==> config.mk <==
export PLATFORM = sky130hd
export DESIGN_NAME = npu_stream_loader
export DESIGN_NICKNAME = d
export VERILOG_FILES = /design/src/rtl/npu_pkg.sv /design/src/rtl/npu_stream_loader.sv
export SDC_FILE = /design/constraint.sdc
export NUM_CORES = 1
export LEC_CHECK = 0
export BUFFER_PORTS_ARGS = -buffer_cell sky130_fd_sc_hd__buf_4
export CAP_MARGIN = 25
export CORE_MARGIN = 2
export CORE_UTILIZATION = 45
export CTS_BUF_LIST = sky130_fd_sc_hd__clkbuf_8
export CTS_CLUSTER_SIZE = 12
export DETAILED_ROUTE_END_ITERATION = 8
export PLACE_DENSITY_LB_ADDON = 0.25
export SYNTH_ARGS = -nofsm -noshare
export SYNTH_HDL_FRONTEND = slang
export SYNTH_SLANG_ARGS = --single-unit
==> constraint.sdc <==
create_clock -name clk -period 2.25 [get_ports clk]
set_input_delay 0.1125 -clock clk [delete_from_list [all_inputs] [get_ports clk]]
set_output_delay 0.1125 -clock clk [all_outputs]
set_load 0.05 [all_outputs]
==> src/rtl/npu_pkg.sv <==
// ---------------------------------------------------------------------------
// npu_pkg
//   Shared types for the TinyNPU stream loader.
//   - loader_state_e : loader FSM state encoding
//   - sel_bits()     : L = $clog2(SIZE), width of the PE select / x counter
// ---------------------------------------------------------------------------
package npu_pkg;

    typedef enum logic [2:0] {
        IDLE,
        LOAD_W,
        LOAD_X,
        MAC,
        WAIT,
        OUT,
        DONE
    } loader_state_e;

    // Number of bits needed to address one of SIZE PEs (SIZE is a power of two).
    function automatic int sel_bits(input int size);
        return $clog2(size);
    endfunction

endpackage

==> src/rtl/npu_stream_loader.sv <==
// ---------------------------------------------------------------------------
// npu_stream_loader
//   Turns a bursty valid/ready host word stream into the TinyNPU load
//   sequence: SIZE*SIZE weight words, SIZE input words, a mac_val pulse,
//   a programmable wait, an out_val pulse, then a done pulse.
//
// Ports
//   clk, rst           clock / asynchronous active-low reset
//   start, mac_wait    frame start (sampled in IDLE) and mac->out spacing - 1
//   reuse_w            (NPU_STREAM_LOADER_W_REUSE_EN only) skip weight phase
//   busy, done         frame in flight / one-cycle completion pulse
//   in_val/in_rdy/in_data   host word handshake
//   w_in/w_load_val/w_load_sel   weight word, strobe, target PE
//   x_in/x_load_val    input vector word and strobe
//   mac_val, out_val   NPU compute / drain pulses
//
// Build option
//   NPU_STREAM_LOADER_W_REUSE_EN : adds reuse_w; when set at start the frame
//   goes straight to the input phase and the NPU keeps its current weights.
// ---------------------------------------------------------------------------
module npu_stream_loader
    import npu_pkg::*;
#(
    parameter int SIZE  = 4,
    parameter int NBITS = 8,
    parameter int WBITS = 8
) (
    input  logic                      clk,
    input  logic                      rst,
    input  logic                      start,
    input  logic [WBITS-1:0]          mac_wait,
`ifdef NPU_STREAM_LOADER_W_REUSE_EN
    input  logic                      reuse_w,
`endif
    output logic                      busy,
    output logic                      done,
    input  logic                      in_val,
    output logic                      in_rdy,
    input  logic [NBITS-1:0]          in_data,
    output logic [NBITS-1:0]          x_in,
    output logic [NBITS-1:0]          w_in,
    output logic                      x_load_val,
    output logic                      w_load_val,
    output logic [$clog2(SIZE)-1:0]   w_load_sel,
    output logic                      mac_val,
    output logic                      out_val
);

    localparam int L   = sel_bits(SIZE);
    localparam int WCW = 2 * L;
    localparam logic [WCW-1:0] W_LAST = WCW'(SIZE * SIZE - 1);
    localparam logic [L-1:0]   X_LAST = L'(SIZE - 1);

    loader_state_e    state, state_nxt;
    logic [WCW-1:0]   w_cnt;
    logic [L-1:0]     x_cnt;
    logic [WBITS-1:0] wait_cnt;
    logic             accept;
    logic             skip_w;

`ifdef NPU_STREAM_LOADER_W_REUSE_EN
    assign skip_w = reuse_w;
`else
    assign skip_w = 1'b0;
`endif

    // State register
    always_ff @(posedge clk or negedge rst) begin
        if (!rst) state <= IDLE;
        else      state <= state_nxt;
    end

    // Next-state logic
    always_comb begin
        state_nxt = state;
        case (state)
            IDLE:   if (start) state_nxt = skip_w ? LOAD_X : LOAD_W;
            LOAD_W: if (accept && (w_cnt == W_LAST)) state_nxt = LOAD_X;
            LOAD_X: if (accept && (x_cnt == X_LAST)) state_nxt = MAC;
            MAC:    state_nxt = (wait_cnt != '0) ? WAIT : OUT;
            WAIT:   if (wait_cnt == WBITS'(1)) state_nxt = OUT;
            OUT:    state_nxt = DONE;
            DONE:   state_nxt = IDLE;
            default: state_nxt = IDLE;
        endcase
    end

    // Combinational outputs: handshake and busy follow the state directly.
    always_comb begin
        in_rdy = (state == LOAD_W) || (state == LOAD_X);
        busy   = (state != IDLE);
        accept = in_val && in_rdy;
    end

    // Frame counters. Terminal counts hold rather than wrap; the state
    // change on the terminal accept makes the held value irrelevant.
    always_ff @(posedge clk or negedge rst) begin
        if (!rst) begin
            w_cnt    <= '0;
            x_cnt    <= '0;
            wait_cnt <= '0;
        end else begin
            case (state)
                IDLE: if (start) begin
                    wait_cnt <= mac_wait;
                    w_cnt    <= '0;
                    x_cnt    <= '0;
                end
                LOAD_W: if (accept && (w_cnt != W_LAST)) w_cnt <= w_cnt + WCW'(1);
                LOAD_X: if (accept && (x_cnt != X_LAST)) x_cnt <= x_cnt + L'(1);
                WAIT:   wait_cnt <= wait_cnt - WBITS'(1);
                default: ;
            endcase
        end
    end

    // Output register. Every NPU-facing strobe goes through this one stage:
    // the last input word is accepted in the cycle the FSM enters MAC, so a
    // state-decoded mac_val would coincide with the final x_load_val. Keeping
    // all strobes one cycle behind the state keeps them mutually exclusive
    // while preserving the mac->out spacing, and done still lands the cycle
    // after out_val. Data words hold between strobes.
    always_ff @(posedge clk or negedge rst) begin
        if (!rst) begin
            w_in       <= '0;
            x_in       <= '0;
            w_load_sel <= '0;
            w_load_val <= 1'b0;
            x_load_val <= 1'b0;
            mac_val    <= 1'b0;
            out_val    <= 1'b0;
            done       <= 1'b0;
        end else begin
            w_load_val <= accept && (state == LOAD_W);
            x_load_val <= accept && (state == LOAD_X);
            mac_val    <= (state == MAC);
            out_val    <= (state == OUT);
            done       <= (state == DONE);
            if (accept && (state == LOAD_W)) begin
                w_in       <= in_data;
                w_load_sel <= w_cnt[WCW-1:L];
            end
            if (accept && (state == LOAD_X)) begin
                x_in <= in_data;
            end
        end
    end

endmodule
==> flow_summary_export.csv <==
group,metric,value,unit
critical_path,path_max_fanout,12,
clocking,clk_path_buf_depth,2,
sta,max_freq,0.545,GHz
floorplanning,start_util,0.468,
pwr,swShare,0.462,
finish,post-route-util,0.594,
floorplanning,pin_count,45,
sta,setup_viol,0,
sta,worst_slew_pin_slew,0.658,ns
pwr,combPwrFrac,0.505,
synth,synth_edf_count,0,
floorplanning,die_h,68.5,um
clocking,clk_latency,0.29,ns
sta,hold_viol_final,0,
synth,ys_seq_area_frac,0.535,
finish,drive_above_1_share,0.369,
detailed_routing,ant_nets,0,
pwr,pwr-share-clk,0.160,
floorplanning,die_w,68.5,um
critical_path,crit_start,"state[1]$_DFFE_PN0P_",
synth,synthFlopType,"dfrtp_1",
sta,min_period,1.83,ns
placed_design,port_buffers,44,
min_path,worstHoldPathCells,3,
clocking,post_cts_buffers,0,
clocking,cts_sinks,40,
critical_path,crit_type,"reg -> reg",
pwr,sequentialPowerShare,0.335,
finish,area_growth,26.9,%
pwr,power,3.86,mW
clocking,numCtsBuffers,5,
synth,yosys_warnings,0,
detailed_routing,viasPerCell,5.41,
detailed_routing,drt_iter0_drc,49,
clocking,h-tree-depth,2,
sta,fin_crit_sh,0.815,
synth,syn_area,1870,um2
synth,synth_top_area_share,0.535,
finish,diodes,0,
sta,rsz0062_at_grt,"no",
detailed_routing,remaining_drc_errors,0,
synth,synth_nets,188,
placed_design,gp_congestion,0.846,
sta,finalSetupTns,0,ns
finish,multi_input_area,810,um2
synth,ys_seq_elements,40,
global_routing,grt_util_all_layers,0.190,
pwr,p_switching,1.78,mW
placed_design,hpwl,2800,um
min_path,hp-class,"in -> reg",
detailed_routing,detail_route.wirelength,3910,um
critical_path,required,2.43,ns
finish,fill_cells,322,
finish,seq_area,1000,um2
synth,async_flop_share,1.00,
detailed_routing,wl_per_cell,14.8,um
detailed_routing,vias,1428,
min_path,min-delay-start,"mac_wait[6]",
floorplanning,rows,23,
sta,timing.hold.ws,0.0244,ns
job,maxCapViolations,0,
synth,ys_top_cells_by_area,"dfrtp_1 53%, mux2_2 11%, o21ai_0 3.2%",
synth,yosysMostFrequentCell,"dfrtp_1",
pwr,pwr_density_cell,1620,nW/um2
run_status,status,"finished, final reports clean",
global_routing,grt_overflow,0,
finish,nNetsFinal,237,
synth,syn_area_per_cell,11.4,um2
pwr,p_leak,1.14,nW
synth,synthTopCellsByCount,"40 x dfrtp_1, 19 x mux2_2, 16 x nor2_1, 12 x o21ai_0, 10 x nand2_1",
pwr,power.internal,2.07,mW
synth,synthCells,164,
critical_path,endpoint_kind,"flop",
sta,skew,0.00733,ns
synth,yosysTopAreaCell,"dfrtp_1",
clocking,clk_pin_slew_worst_paths,0.08,ns
pwr,ir_drop,0.888,mV
critical_path,worst-r2r-cell-count,5,
detailed_routing,drtPass1Iterations,4,
global_routing,antenna_found_initial,0,
critical_path,worst_setup_path_start_kind,"flop",
global_routing,grt_max_degree,41,
sta,drv_slew,0,
clocking,tritoncts,"built",
global_routing,grt_first_pass_wirelength,6580,um
floorplanning,die-area,4690,um2
floorplanning,core,4000,um2
synth,yosysUniqueCellTypes,37,
global_routing,grt_pass1_vias,1376,
sta,max-slew-margin-rel,0.560,
critical_path,r2r_start,"state[1]$_DFFE_PN0P_",
clocking,cts_root_buffer,"clkbuf_8",
critical_path,crit_arrival,2.01,ns
[timing repair]
action | 4_1_cts | 5_1_grt
endpoints found under the hold margin | 40 | 0
hold buffers | 1 | 0
resized for setup | 0 | 0
[critical path, stage by stage, from the launching register on]
cell	delay, ns
dfrtp_1	0.54
nor2_1	0.35
nand2_1	0.15
nor2_1	0.12
buf_4	0.20
mux2_2	0.35
[state kept, by name (all words and copies together) (netlist names)]
name / cells
state: 3
w_in: 8
out_val: 1
w_load_val: 1
done: 1
x_in: 8
mac_val: 1
x_cnt: 2
x_load_val: 1
w_load_sel: 2
wait_cnt: 8
w_cnt: 4
[cells in the final DEF, fill, tap and decap left out, drive strengths merged]
| master | n |
|---|---|
| buf | 46 |
| dfrtp | 40 |
| mux2 | 19 |
| nor2 | 17 |
| o21ai | 12 |
| nand2 | 10 |
| inv | 7 |
| a21oi | 6 |
| clkbuf | 6 |
| nand3 | 5 |
| a31oi | 5 |
| nor3 | 5 |
| ha | 4 |
| and3 | 3 |
| nand4 | 3 |
| mux2i | 3 |
| o31ai | 2 |
| a21o | 2 |
| or3 | 2 |
| or3b | 2 |
| o211ai | 2 |
| xnor2 | 1 |
| nor4b | 1 |
| nor3b | 1 |
| o31a | 1 |
| a41oi | 1 |
| a2bb2oi | 1 |
| a221oi | 1 |
| nor2b | 1 |
| nand4b | 1 |
| o32ai | 1 |
| clkinv | 1 |
| bufinv | 1 |
| dlygate4sd3 | 1 |
[power by group through the flow]
stage          logic [mW]  registers, mW  clock network [mW]
3_5_place_dp         1.95           1.30                   0
4_1_cts              1.95           1.29               0.637
2_1_floorplan       0.870           1.82                   0
5_1_grt              2.08           1.35               0.671
3_3_place_gp         1.90           1.28                   0
6_report             1.95           1.29               0.617
[layout make-up]
class                           count  area share
Inverter                            7      0.0111
Timing Repair Buffer               47       0.150
Sequential cell                    40       0.421
Clock inverter                      2      0.0163
Tap cell                           50      0.0263
Multi-Input combinational cell    112       0.341
Clock buffer                        6      0.0348
[per-stage QoR]
stage	worst slack [ns]	cell area (um2)	instances
final	0.417	2380	264
after global routing	0.300	2380	264
after CTS	0.444	2380	264
after detailed placement	0.457	2240	255
after global placement	0.522	2240	255
after floorplan	0.735	1870	164
[path summary, 6_finish.rpt]
check / to / slack, ns
worst max-delay path: w_in[7]$_DFFE_PN0P_ / 0.42
worst min-delay path: wait_cnt[6]$_DFFE_PN0P_ / 0.02
worst max register to register: w_in[7]$_DFFE_PN0P_ / 0.42
worst min register to register: x_cnt[0]$_DFFE_PN0P_ / 0.49
max in group asynchronous: x_in[7]$_DFFE_PN0P_ / 1.57
min in group asynchronous: out_val$_DFF_PN0_ / 0.33
[layer usage]
layer	wire (um)	global-route usage
met2	2050	0.309
met1	1620	0.248
met3	200	0.0487
met4	34	0.0600
met5	0	0
[cells by family after synthesis]
group | share of synthesized area
xor gates and xnor gates | 0.00468
AOI/OAI and AO/OA | 0.115
muxes | 0.130
DFF | 0.535
adders and majority gates | 0.0267
buffers and inverters | 0.0327
and+or+nand+nor | 0.156
(Power assumes the default switching activity.)
